**src/rtl/coin_acceptor.sv**
```systemverilog
// coin_acceptor
// Measures the high time of a synchronised coin-slot sensor pulse and
// classifies the coin as a 5-unit coin, a 10-unit coin, a glitch or an invalid
// object. Accepted coins are queued in a small FIFO and delivered one per cycle
// to the vending FSM. Refused coins pulse the return gate and are counted.
//
// Ports
//   clk          clock, rising edge
//   rst          synchronous active-high reset
//   coin_sense   raw asynchronous sensor, high while a coin passes
//   enable       accept enable; low returns every coin
//   inhibit      stalls FIFO pops; pushes continue
//   coin         5 or 10 for one cycle per delivered coin, otherwise 0
//   coin_reject  one-cycle pulse driving the coin-return gate
//   fifo_full    FIFO holds DEPTH entries (registered)
//   rejected_cnt rejected coin count, saturating at 255
module coin_acceptor #(
    parameter int T5_MIN  = 8,
    parameter int T5_MAX  = 15,
    parameter int T10_MIN = 24,
    parameter int T10_MAX = 40,
    parameter int DEPTH   = 4
) (
    input  logic       clk,
    input  logic       rst,
    input  logic       coin_sense,
    input  logic       enable,
    input  logic       inhibit,
    output logic [4:0] coin,
    output logic       coin_reject,
    output logic       fifo_full,
    output logic [7:0] rejected_cnt
);

    localparam int PW = (DEPTH > 1) ? $clog2(DEPTH) : 1;
    localparam int CW = $clog2(DEPTH + 1);

    localparam logic [7:0]    T5_MIN_L  = 8'(T5_MIN);
    localparam logic [7:0]    T5_MAX_L  = 8'(T5_MAX);
    localparam logic [7:0]    T10_MIN_L = 8'(T10_MIN);
    localparam logic [7:0]    T10_MAX_L = 8'(T10_MAX);
    localparam logic [CW-1:0] DEPTH_L   = CW'(DEPTH);
    localparam logic [PW-1:0] LAST_L    = PW'(DEPTH - 1);

    typedef enum logic [1:0] {
        ARM      = 2'd0,
        IDLE     = 2'd1,
        MEASURE  = 2'd2,
        OVERLONG = 2'd3
    } state_t;

    logic          sync1_r;
    logic          sync_r;
    logic [1:0]    prime_r;
    state_t        state_r;
    logic [7:0]    len_r;
    logic          fifo_mem_r [DEPTH];
    logic [PW-1:0] wr_ptr_r;
    logic [PW-1:0] rd_ptr_r;
    logic [CW-1:0] count_r;

    logic          valid_s;
    logic          ten_s;
    logic          invalid_s;
    logic          empty_s;
    logic          full_s;
    logic          pop_s;
    logic          push_s;
    logic          reject_s;
    logic [CW-1:0] count_next_s;

    // Two-flop synchronizer plus a priming shift register. The priming bits
    // mark when both synchronizer flops hold real samples again after reset,
    // so ARM never mistakes the reset value of sync for a genuine low level
    // while a coin is still in the slot.
    always_ff @(posedge clk) begin
        if (rst) begin
            sync1_r <= 1'b0;
            sync_r  <= 1'b0;
            prime_r <= 2'b00;
        end else begin
            sync1_r <= coin_sense;
            sync_r  <= sync1_r;
            prime_r <= {prime_r[0], 1'b1};
        end
    end

    // Classification of the finished pulse on the first low cycle of sync.
    always_comb begin
        valid_s   = 1'b0;
        ten_s     = 1'b0;
        invalid_s = 1'b0;
        case (state_r)
            MEASURE: begin
                if (!sync_r) begin
                    if (len_r < T5_MIN_L) begin
                        valid_s = 1'b0;            // glitch: silently ignored
                    end else if (len_r <= T5_MAX_L) begin
                        valid_s = 1'b1;
                    end else if (len_r >= T10_MIN_L) begin
                        valid_s = 1'b1;            // len_r never exceeds T10_MAX here
                        ten_s   = 1'b1;
                    end else begin
                        invalid_s = 1'b1;
                    end
                end else begin
                    valid_s = 1'b0;
                end
            end
            OVERLONG: begin
                if (!sync_r) begin
                    invalid_s = 1'b1;
                end else begin
                    invalid_s = 1'b0;
                end
            end
            default: begin
                valid_s = 1'b0;
            end
        endcase
    end

    // FIFO control: a pop frees a slot in the same cycle, so a full FIFO
    // still accepts a coin when it is also delivering one.
    always_comb begin
        empty_s      = (count_r == {CW{1'b0}});
        full_s       = (count_r == DEPTH_L);
        pop_s        = !empty_s && !inhibit;
        push_s       = valid_s && enable && (!full_s || pop_s);
        reject_s     = invalid_s || (valid_s && !push_s);
        count_next_s = count_r;
        case ({push_s, pop_s})
            2'b10:   count_next_s = count_r + {{(CW-1){1'b0}}, 1'b1};
            2'b01:   count_next_s = count_r - {{(CW-1){1'b0}}, 1'b1};
            default: count_next_s = count_r;
        endcase
    end

    // Pulse-length FSM.
    always_ff @(posedge clk) begin
        if (rst) begin
            state_r <= ARM;
            len_r   <= 8'd0;
        end else begin
            case (state_r)
                ARM: begin
                    len_r <= 8'd0;
                    if (prime_r[1] && !sync_r) begin
                        state_r <= IDLE;
                    end
                end
                IDLE: begin
                    if (sync_r) begin
                        state_r <= MEASURE;
                        len_r   <= 8'd1;
                    end
                end
                MEASURE: begin
                    if (sync_r) begin
                        if (len_r == T10_MAX_L) begin
                            state_r <= OVERLONG;
                        end else begin
                            len_r <= len_r + 8'd1;
                        end
                    end else begin
                        state_r <= IDLE;
                    end
                end
                OVERLONG: begin
                    if (!sync_r) begin
                        state_r <= IDLE;
                    end
                end
                default: begin
                    state_r <= ARM;
                    len_r   <= 8'd0;
                end
            endcase
        end
    end

    // FIFO storage; each entry is one bit: 1 = 10-unit coin, 0 = 5-unit coin.
    always_ff @(posedge clk) begin
        if (push_s) begin
            fifo_mem_r[wr_ptr_r] <= ten_s;
        end
    end

    // FIFO pointers, occupancy and the registered outputs.
    always_ff @(posedge clk) begin
        if (rst) begin
            wr_ptr_r     <= {PW{1'b0}};
            rd_ptr_r     <= {PW{1'b0}};
            count_r      <= {CW{1'b0}};
            coin         <= 5'd0;
            coin_reject  <= 1'b0;
            fifo_full    <= 1'b0;
            rejected_cnt <= 8'd0;
        end else begin
            if (push_s) begin
                wr_ptr_r <= (wr_ptr_r == LAST_L) ? {PW{1'b0}} : wr_ptr_r + {{(PW-1){1'b0}}, 1'b1};
            end
            if (pop_s) begin
                rd_ptr_r <= (rd_ptr_r == LAST_L) ? {PW{1'b0}} : rd_ptr_r + {{(PW-1){1'b0}}, 1'b1};
                coin     <= fifo_mem_r[rd_ptr_r] ? 5'd10 : 5'd5;
            end else begin
                coin <= 5'd0;
            end
            count_r     <= count_next_s;
            fifo_full   <= (count_next_s == DEPTH_L);
            coin_reject <= reject_s;
            if (reject_s && (rejected_cnt != 8'hFF)) begin
                rejected_cnt <= rejected_cnt + 8'd1;
            end
        end
    end

endmodule

```
**config.mk**
```make
export PLATFORM = sky130hd
export DESIGN_NAME = coin_acceptor
export DESIGN_NICKNAME = d
export VERILOG_FILES = /design/src/rtl/coin_acceptor.sv
export SDC_FILE = /design/constraint.sdc
export NUM_CORES = 1
export LEC_CHECK = 0
export CORE_MARGIN = 3
export CORE_UTILIZATION = 40
export CTS_CLUSTER_SIZE = 10
export DETAILED_ROUTE_END_ITERATION = 16
export GPL_ROUTABILITY_DRIVEN = 0
export SKIP_CTS_REPAIR_TIMING = 1
export SYNTH_ARGS = -nofsm -noshare
export SYNTH_HDL_FRONTEND = slang
export SYNTH_SLANG_ARGS = --single-unit
```
**constraint.sdc**
```tcl
create_clock -name clk -period 5.54 [get_ports clk]
set_input_delay 0.554 -clock clk [delete_from_list [all_inputs] [get_ports clk]]
set_output_delay 0.554 -clock clk [all_outputs]
set_load 0.05 [all_outputs]
```
== After elaboration in Yosys (flattened, before gate mapping) ==
Memories as Yosys holds them, arrays and structs flattened. A register that Yosys moved wholly into a read port is not among the register bits.
Index checks and enable logic that the tools add are counted.

* Muxes and demuxes: 34
* Bitwise operators: 1
* Equality and inequality tests: 17
* Add/sub/neg operators: 6
* Order comparisons: 3
* Reductions and logical operators: 19

{| class="wikitable"
|+ Operator list
! kind !! number
|-
| $mux 8 || 3
|-
| $pmux 8 s3 || 1
|-
| $mux 2 || 9
|-
| $mux 1 || 17
|-
| $add 8x1->8 const B || 2
|-
| $eq 2x2->1 const B || 5
|-
| $ne 2x2->1 const B || 5
|-
| $eq 8x6->1 const B || 1
|-
| $ge 8x5->1 const B || 1
|-
| $le 8x4->1 const B || 1
|-
| $lt 8x4->1 const B || 1
|-
| $ne 8x8->1 const B || 1
|-
| $pmux 2 s4 || 1
|-
| $reduce_and 4->1 || 2
|-
| $eq 3x3->1 const B || 2
|-
| $logic_and 1x1->1 || 6
|-
| $pmux 3 s2 || 1
|-
| $logic_not 1->1 || 5
|-
| $add 2x1->2 const B || 2
|-
| $eq 2x1->1 const B || 2
|-
| $mux 4 || 1
|-
| $add 3x1->3 const B || 1
|-
| $logic_not 3->1 || 1
|-
| $ne 3x3->1 const B || 1
|-
| other kinds (7) || 8
|}

* Bits in registers: 36
* Input port bits: 5
* Bits in writable memories: 4
* Memories kept: 1
* Output and inout port bits: 15
* Word-level logic and storage cells: 94

{| class="wikitable"
|+ Memory list
! memory !! words !! bits a word !! rd ports !! clocked after memory_dff !! wr ports !! line !! text
|-
| fifo_mem_r || 4 || 1 || 1 || 1 || 1 || 57 || <nowiki>logic fifo_mem_r [DEPTH];</nowiki>
|}

== Depth between registers and ports, before layout ==
Gate-level depths: netlist of the first run.

* Depth after elaboration: 12
* Gate-level depth with buffers: 10

== Worst setup path after synthesis of the first run ==
OpenSTA, ideal clock, no wires.

* Kind: reg2reg
* Start: register state_r[0]
* End: register fifo_full
* Path buffers: 1
* Path slack: 3.039 ns
* Arrival: 2.422 ns
* Stages on the path, launching flop included: 9
* Setup time: 0.080 ns
* Path through: dfxtp_1 -> inv_1 -> ha_1 -> clkbuf_1 -> and2b_2 -> a311oi_4 -> fa_1 -> or3b_1 -> a211oi_2

* Longest elaborated chain between the ends: 7

{| class="wikitable"
|+ Ends and longest elaborated chain
! element !! line !! text
|-
| start, declared || 55 || <nowiki>state_t state_r;</nowiki>
|-
| start signal, assigned || 142 || <nowiki>state_r <= ARM;</nowiki>
|-
| start signal, assigned || 149 || <nowiki>state_r <= IDLE;</nowiki>
|-
| start signal, assigned || 154 || <nowiki>state_r <= MEASURE;</nowiki>
|-
| $eq 2x2->1 * || 93 || <nowiki>case (state_r)</nowiki>
|-
| $mux 1 * || 93 ||
|-
| $logic_and 1x1->1 * (2 in series) || 129 || <nowiki>push_s = valid_s && enable && (!full_s || pop_s);</nowiki>
|-
| $eq 2x1->1 or $eq 2x2->1 (tied branches) || 132 || <nowiki>case ({push_s, pop_s})</nowiki>
|-
| $pmux 3 s2 * || 132 ||
|-
| $eq 3x3->1 * || 210 || <nowiki>fifo_full <= (count_next_s == DEPTH_L);</nowiki>
|-
| end signal, assigned || 210 ||
|-
| end, declared || 31 || <nowiki>output logic fifo_full,</nowiki>
|}

Mark *: on every way between the ends. The rest lies on a longest branch, timed or not.
A chain may end at the register's enable or synchronous reset.

== Final worst setup path of the first run ==
* Start: input port inhibit
* End: register rejected_cnt[5]

* Longest elaborated chain between the ends: 8

{| class="wikitable"
|+ Ends and longest elaborated chain
! element !! line !! text
|-
| start, declared || 28 || <nowiki>input logic inhibit,</nowiki>
|-
| $logic_not 1->1 || 128 || <nowiki>pop_s = !empty_s && !inhibit;</nowiki>
|-
| $logic_and 1x1->1 || 128 ||
|-
| $logic_or 1x1->1 || 129 ||
|-
| $logic_and 1x1->1 || 129 ||
|-
| $logic_not 1->1 || 130 || <nowiki>reject_s = invalid_s || (valid_s && !push_s);</nowiki>
|-
| $logic_and 1x1->1 || 130 ||
|-
| $logic_or 1x1->1 || 130 ||
|-
| $logic_and 1x1->1 || 212 || <nowiki>if (reject_s && (rejected_cnt != 8'hFF)) begin</nowiki>
|-
| end signal, assigned || 213 || <nowiki>rejected_cnt <= rejected_cnt + 8'd1;</nowiki>
|-
| end, declared || 32 || <nowiki>output logic [7:0] rejected_cnt</nowiki>
|}

Every way passes these cells.

==> flow_metrics.tcl, run 1 <==
set metrics [dict create \
    detail_route.first_pass.iterations 4 \
    min_period_over_period 0.473 \
    numCtsBuffers 5 \
    rsz0062_at_grt "no" \
    insertion_delay_ns 0.29 \
    hp-class "flip-flop to flip-flop" \
    vias_per_cell 5.13 \
    ff2ff_path_depth 7 \
    hp-start "prime_r[0]$_DFF_P_" \
    cts_tree "built" \
    worst_slew_pin_slew_ns 0.866 \
    power_uw 718 \
    hold_viol_final 0 \
    drive_gt1_frac 0.103 \
    critPathArrivalTime_ns 2.81 \
    clock-root-buffer "clkbuf_8" \
    grt_max_degree 32 \
    grt_usage 0.134 \
    final_common_cell "dfxtp_1" \
    skew_ns 0.00479 \
    whs_ns 0.450 \
    coreArea_mm2 0.00482 \
    ant_nets 0 \
    layout_min_cycle_time_ns 2.62 \
    path_clk_slew_ns 0.08 \
    synthesis.area_mm2 0.00202 \
    holdPathStages 1 \
    synthArstFlopShare 0 \
    floorplan.rows 25 \
    cts_max_level 2 \
    start_util 0.419 \
    cts_buffer_depth 2 \
    p_leak_nw 0.858 \
    syn_inst 218 \
    yosys_warnings 0 \
    power.density_mw_per_mm2 306 \
    cap_violations 0 \
    wire_per_inst_um 12.3 \
    die_h_um 77.1 \
    crit_path_start_kind "input port" \
    cp_max_fo 11 \
    switching_share 0.299 \
    power.switching_uw 215 \
    avgSynthCellArea_um2 9.27 \
    ir_drop_mv 0.142 \
    path_class "input port to flip-flop" \
    drc 0 \
    p_comb_frac 0.221 \
    placed_area_mm2 0.00223 \
    tns_ns 0 \
    min_to "prime_r[1]$_SDFF_PP0_" \
    antenna_found_initial 0 \
    cts.sinks 39 \
    synth-edff-count 4 \
    ys_types 52 \
    crit_path_end_kind "flip-flop" \
    layout_common_cells "dfxtp_1 (35), nor2_1 (19), clkdlybuf4s50_1 (18)" \
    grt_pass1_wl_um 6490 \
    fp.dieW_um 77.1 \
    maxSlewViolCount 0 \
    seqPwrFrac 0.450 \
    dp_hpwl_um 2600 \
    io_buffers 18 \
    power.internal_uw 503 \
    layout.nets 252 \
    status "finished, final reports clean" \
    vias 1545 \
    final_area_mm2 0.00235 \
    synthesis.nets 237 \
    setup_violations 0 \
    first_global_vias 1469 \
    area_growth_pct 16.2 \
    rr_startpoint "state_r[0]$_SDFFE_PP0P_" \
    diodes 0 \
    dieArea_mm2 0.00594 \
    r2r_slack_ns 2.94 \
    max_slew_margin 0.423 \
    rr_endpoint "fifo_full$_SDFF_PP0_" \
    grt_remaining_overflow 0 \
    ys_seq_area_frac 0.406 \
    wl_um 3700 \
    crit_required_ns 5.73 \
    synth_seq_cells 39 \
    synth_ff_type "dfxtp_1" \
    drt_iter0_drc 89 \
    pwr-share-clk 0.329 \
    max_freq_mhz 381 \
    pin_count 20 \
]
==> cells by family after synthesis <==
kind of cell | Yosys count | share of synthesized area
simple gates | 86 | 0.240
compound gates | 41 | 0.137
fa+ha+maj | 14 | 0.0904
other cells | 1 | 0.00186
flops | 39 | 0.406
buf+inv | 23 | 0.0508
mux | 8 | 0.0483
xor+xnor | 6 | 0.0260
==> final cells by class <==
cell class | instances | area [µm²]
clock buffer | 5 | 68.8
clock inverter | 3 | 43.8
fill | 498 | 2470
inverter | 12 | 45.0
multi-input combinational | 156 | 1100
sequential | 39 | 821
tap | 67 | 83.8
timing repair buffer | 19 | 188
==> metrics by stage <==
step,worst slack (ns),util,cells
final,2.92,0.487,301
after global routing,2.77,0.487,301
after CTS,2.92,0.487,301
after detailed placement,2.64,0.464,293
after global placement,2.69,0.464,293
after floorplan,3.04,-,218
==> cells in the mapped netlist (2+ instances only) <==
master	n	share of area
clkbuf_1	5	0.0093
a211oi_1	2	0.0074
nand4_1	6	0.019
nand3_1	3	0.0074
a21o_1	3	0.011
inv_1	12	0.022
and4_1	2	0.0087
dfxtp_1	35	0.35
xor2_1	5	0.022
nor3_1	6	0.015
edfxtp_1	4	0.059
o21ai_0	11	0.027
buf_4	4	0.015
or3_1	3	0.0093
mux2i_1	3	0.015
and2_1	4	0.012
nor4b_1	2	0.0087
ha_1	13	0.080
nand2_1	17	0.032
a21oi_1	14	0.035
mux2_2	4	0.022
nor2_1	19	0.035
nor3b_1	4	0.015
nor2b_1	9	0.028
==> worst max-delay path by stage <==
stage                       startpoint                      endpoint  cells past startpoint
4_1_cts        state_r[0]$_SDFFE_PP0P_          fifo_full$_SDFF_PP0_                      7
5_1_grt        state_r[0]$_SDFFE_PP0P_          fifo_full$_SDFF_PP0_                      7
3_3_place_gp                   inhibit  rejected_cnt[5]$_SDFFE_PP0P_                      6
6_report                       inhibit  rejected_cnt[5]$_SDFFE_PP0P_                      6
2_1_floorplan  state_r[0]$_SDFFE_PP0P_          fifo_full$_SDFF_PP0_                      8
3_5_place_dp                   inhibit  rejected_cnt[5]$_SDFFE_PP0P_                      6
==> per-layer routing <==
metal	global-route usage	share of wire	up-vias
met3	0.0458	0.041	5
met1	0.174	0.50	715
li1	-	-	792
met5	0	0	-
met2	0.207	0.44	33
met4	0.0480	0.014	0
==> power by group through the flow <==
stage / sequential [mW] / clock (mW) / combinational [mW]
CTS: 0.323 / 0.244 / 0.161
detailed placement: 0.329 / 0 / 0.160
global route: 0.328 / 0.256 / 0.176
global placement: 0.329 / 0 / 0.158
finish: 0.323 / 0.237 / 0.159
floorplan: 0.343 / 0 / 0.113
==> flip-flops by register name, indices dropped and copies added (netlist names), 3 cells and up, named ones only <==
signal / flops
count_r: 3
fifo_mem_r: 4
rejected_cnt: 8
len_r: 8
==> critical path, cell delays in order <==
cell	delay, ns
clkdlybuf4s50_1	0.56
or4bb_1	0.47
nand2_1	0.10
a32oi_1	0.31
nor4b_1	0.43
mux2_2	0.37
Power figures use the tool's default switching activity.
==> inputs of run 2 (changes only) <==
- clock period: 5.54 -> 2.3 ns (I/O delays scaled with it)
==> run 2 against run 1 <==
Highest routed layer unchanged. Largest power group unchanged. Sequential share of layout area shrank 1.5 points. Sequential power grew 140%. Worst setup slack lost 2.8 ns. Critical path type is now flip-flop to flip-flop. Total power grew 130%.
==> flow_metrics.tcl, run 2 (same netlist as run 1, synthesis figures left out) <==
set metrics [dict create \
    power_mw 1.66 \
    grt_pass1_wl_um 6500 \
    pin_count 20 \
    critPathArrivalTime_ns 2.43 \
    final_common_cell "dfxtp_1" \
    seq_area_um2 825 \
    grt_remaining_overflow 0 \
    final_util 0.511 \
    r2r_slack_ns 0.08 \
    io_buffers 18 \
    wl_um 3580 \
    worst_slew_pin_slew_ns 0.522 \
    n_fill_cell 495 \
    vias 1589 \
    ant_nets 0 \
    p_leak_nw 0.932 \
    cts_max_level 2 \
    dieArea_mm2 0.00594 \
    hp-start "prime_r[0]$_DFF_P_" \
    numCtsBuffers 5 \
    insertion_delay_ns 0.29 \
    rsz0062_at_grt "yes" \
    dp_slack_ns -0.0776 \
    top_regs "len_r (8), rejected_cnt (8), fifo_mem_r (4)" \
    detail_route.first_pass.iterations 4 \
    crit_required_ns 2.51 \
    layout_common_cells "dfxtp_1 (32), nor2_1 (19), clkdlybuf4s50_1 (18), buf_4 (18), nand2_1 (17)" \
    hp-class "flip-flop to flip-flop" \
    path_class "flip-flop to flip-flop" \
    cts.sinks 39 \
    clock-root-buffer "clkbuf_8" \
    cts_buffer_depth 2 \
    first_global_vias 1426 \
    rr_startpoint "len_r[7]$_SDFFE_PP0P_" \
    grt_max_degree 16 \
    area_growth_pct 21.9 \
    grt_usage 0.133 \
    maxSlewViolCount 0 \
    ff2ff_path_depth 5 \
    drc 0 \
    crit_path_start_kind "flip-flop" \
    floorplan.rows 25 \
    vias_per_cell 5.00 \
    crit_path_end_kind "flip-flop" \
    wire_per_inst_um 11.3 \
    fin_ws_ns 0.0846 \
    ir_drop_mv 0.436 \
    layout.nets 269 \
    max_slew_margin 0.651 \
    drive_gt1_frac 0.183 \
    dp_hpwl_um 2650 \
    antenna_found_initial 0 \
    fp.dieW_um 77.1 \
    status "finished, final reports clean" \
    cts_tree "built" \
    holdPathStages 1 \
    diodes 0 \
    power.density_mw_per_mm2 674 \
    layout_min_cycle_time_ns 2.22 \
    drt_iter0_drc 76 \
    start_util 0.419 \
    hold_viol_final 0 \
    multi_input_comb_area_mm2 0.00110 \
    coreArea_mm2 0.00482 \
    rr_endpoint "fifo_full$_SDFF_PP0_" \
    path_clk_slew_ns 0.08 \
    max_freq_mhz 451 \
    skew_ns 0.00630 \
    tns_ns 0 \
    setup_violations 0 \
    min_period_over_period 0.963 \
    cp_max_fo 2 \
    die_h_um 77.1 \
    min_to "prime_r[1]$_SDFF_PP0_" \
    cap_violations 0 \
]
## run 2: worst max-delay path, stage by stage (launching register included)
cell      delay [ns]
dfxtp_2         0.33
or4_4           0.55
a311oi_4        0.27
fa_1            0.45
or3b_1          0.38
a211oi_2        0.17
## run 2: how the worst max path moves through the flow
stage / startpoint / end / slack, ns / cells after the start
2_1_floorplan: state_r[0]$_SDFFE_PP0P_ / fifo_full$_SDFF_PP0_ / 0.01 / 8
3_3_place_gp: inhibit / rejected_cnt[5]$_SDFFE_PP0P_ / -0.12 / 6
3_5_place_dp: inhibit / rejected_cnt[5]$_SDFFE_PP0P_ / -0.08 / 6
4_1_cts: len_r[7]$_SDFFE_PP0P_ / fifo_full$_SDFF_PP0_ / -0.003 / 5
5_1_grt: len_r[7]$_SDFFE_PP0P_ / fifo_full$_SDFF_PP0_ / -0.02 / 5
6_report: len_r[7]$_SDFFE_PP0P_ / fifo_full$_SDFF_PP0_ / 0.08 / 5
## run 2: cell type report
type | count | share of cell area
clock buffers | 5 | 0.0279
clock inverters | 3 | 0.00813
well taps | 67 | 0.0340
flip-flops and latches | 39 | 0.335
repair buffers | 36 | 0.128
multi-input cells | 156 | 0.449
inverters | 12 | 0.0183
## run 2: per-layer routing
layer,up-vias,global-route usage,share of wire,wire length [µm]
met2,36,0.199,0.42,1520
li1,834,-,-,-
met3,5,0.0364,0.041,147
met1,714,0.184,0.52,1880
met4,0,0.0480,0.011,41
met5,-,0,0,0
## run 2: through the flow
| step | cell area, µm² | instances | hold WS (ns) |
|---|---|---|---|
| after floorplan | 2030 | 218 | 0.358 |
| after CTS | 2440 | 316 | 0.450 |
| after global placement | 2350 | 308 | 0.426 |
| final | 2460 | 318 | 0.449 |
| after detailed placement | 2350 | 308 | 0.436 |
| after global routing | 2460 | 318 | 0.474 |
## run 2: where the power goes
part / leakage (nW) / switching [mW] / total [mW] / internal [mW]
Sequential: 0.324 / 0.0326 / 0.769 / 0.737
Combinational: 0.567 / 0.244 / 0.431 / 0.187
Clock: 0.0402 / 0.250 / 0.461 / 0.211
Total: 0.932 / 0.526 / 1.66 / 1.13
==> inputs of run 3 (changes only) <==
- CORE_ASPECT_RATIO: default -> 0.75
==> run 3 against run 2 <==
Core utilization increased by 3.5 points. Maximum frequency is 2.1% lower. Routed wire length rose by 14%. Critical path depth did not move. Register-to-register slack got worse by 0.05 ns. Sequential power is essentially flat. Total power increased by 17%.
==> flow_metrics.tcl, run 3 (same netlist as run 1, synthesis figures left out) <==
set metrics [dict create \
    status "finished, final reports clean" \
    vias 1597 \
    skew_ns 0.00746 \
    p_leak_nw 0.982 \
    floorplan.rows 21 \
    highest_layer "met4" \
    pin_count 20 \
    cap_violations 0 \
    layout.nets 274 \
    io_buffers 18 \
    crit_path_start_kind "flip-flop" \
    power.switching_uw 547 \
    coreArea_mm2 0.00465 \
    cts.sinks 39 \
    setup_violations 0 \
    first_global_vias 1451 \
    final_common_cell "dfxtp_1" \
    m1WireLength_um 2290 \
    wl_um 4070 \
    cts_max_level 2 \
    switching_share 0.282 \
    clock-root-buffer "clkbuf_8" \
    vias_per_cell 5.10 \
    dieArea_mm2 0.00595 \
    hold_viol_final 0 \
    cts_tree "built" \
    hp-class "flip-flop to flip-flop" \
    grt_max_degree 13 \
    grt_remaining_overflow 0 \
    crit_path_end_kind "flip-flop" \
    wl_met3_um 246 \
    max_slew_margin 0.665 \
    drc 0 \
    cts_buffer_depth 2 \
    area_growth_pct 25.8 \
    grt_usage 0.151 \
    antenna_found_initial 0 \
    layout_min_cycle_time_ns 2.26 \
    placed_area_mm2 0.00238 \
    drive_gt1_frac 0.203 \
    final_area_mm2 0.00254 \
    power_mw 1.94 \
    seqPwrFrac 0.397 \
    grt_pass1_wl_um 6990 \
    layout_common_cells "dfxtp_1 (33), buf_4 (23), nor2_1 (19)" \
    ir_drop_mv 0.456 \
    worst_slew_pin_slew_ns 0.501 \
    crit_required_ns 2.51 \
    fp.dieW_um 88.1 \
    ant_nets 0 \
    top_regs "len_r (8), rejected_cnt (8), fifo_mem_r (4)" \
    diodes 0 \
    path_class "flip-flop to flip-flop" \
    tns_ns 0 \
    power.internal_mw 1.39 \
    wl_met2_um 1510 \
    min_period_over_period 0.984 \
    path_clk_slew_ns 0.07 \
    p_comb_frac 0.256 \
    cp_max_fo 2 \
    n_fill_cell 410 \
    start_util 0.434 \
    max_freq_mhz 442 \
    maxSlewViolCount 0 \
    insertion_delay_ns 0.29 \
    dp_hpwl_um 2950 \
    wire_per_inst_um 13.0 \
    final_util 0.546 \
    die_h_um 67.6 \
    numCtsBuffers 5 \
    rsz0062_at_grt "yes" \
    power.density_mw_per_mm2 764 \
    detail_route.first_pass.iterations 4 \
    drt_iter0_drc 84 \
    pwr-share-clk 0.348 \
    critPathArrivalTime_ns 2.47 \
]
==> run 3: worst paths after layout <==
check / slack, ns / endpoint / cells past startpoint / startpoint
min: 0.44 / sync_r$_SDFF_PP0_ / 1 / sync1_r$_SDFF_PP0_
max: 0.04 / fifo_full$_SDFF_PP0_ / 5 / len_r[7]$_SDFFE_PP0P_
max reg2reg: 0.04 / fifo_full$_SDFF_PP0_ / 5 / len_r[7]$_SDFFE_PP0P_
min reg2reg: 0.44 / sync_r$_SDFF_PP0_ / 1 / sync1_r$_SDFF_PP0_
==> run 3: worst max-delay path, stage by stage (launching register included) <==
cell	delay (ns)
dfxtp_1	0.32
or4_4	0.55
a311oi_4	0.28
fa_1	0.47
or3b_1	0.38
a211oi_2	0.18
==> run 3: power groups by stage <==
stage / clock network, mW / logic (mW) / registers, mW
floorplan: 0 / 0.274 / 0.827
global placement: 0 / 0.463 / 0.788
detailed placement: 0 / 0.462 / 0.784
CTS: 0.690 / 0.468 / 0.770
global route: 0.719 / 0.547 / 0.777
finish: 0.674 / 0.496 / 0.770
==> run 3: per-stage QoR <==
stage	cells	setup slack (ns)	hold WS [ns]
after global placement	304	0.0442	0.416
after global routing	313	-0.0447	0.458
after detailed placement	304	0.000330	0.420
after CTS	312	-0.0129	0.438
final	313	0.0368	0.440
after floorplan	218	0.0112	0.358
==> run 3: metal layers <==
| layer | track usage | vias to the layer above |
|---|---|---|
| met5 | 0 | - |
| met4 | 0.0396 | 0 |
| met3 | 0.0427 | 2 |
| met2 | 0.192 | 52 |
| met1 | 0.242 | 710 |
| li1 | - | 833 |
==> run 3: final cells by class <==
class / count / area [µm²] / share of cell area
clock buffers: 6 / 72.6 / 0.0286
clock inverters: 2 / 60.1 / 0.0236
inverters: 12 / 45.0 / 0.0177
multi-input cells: 156 / 1120 / 0.439
flip-flops and latches: 39 / 823 / 0.324
well taps: 57 / 71.3 / 0.0281
repair buffers: 41 / 353 / 0.139
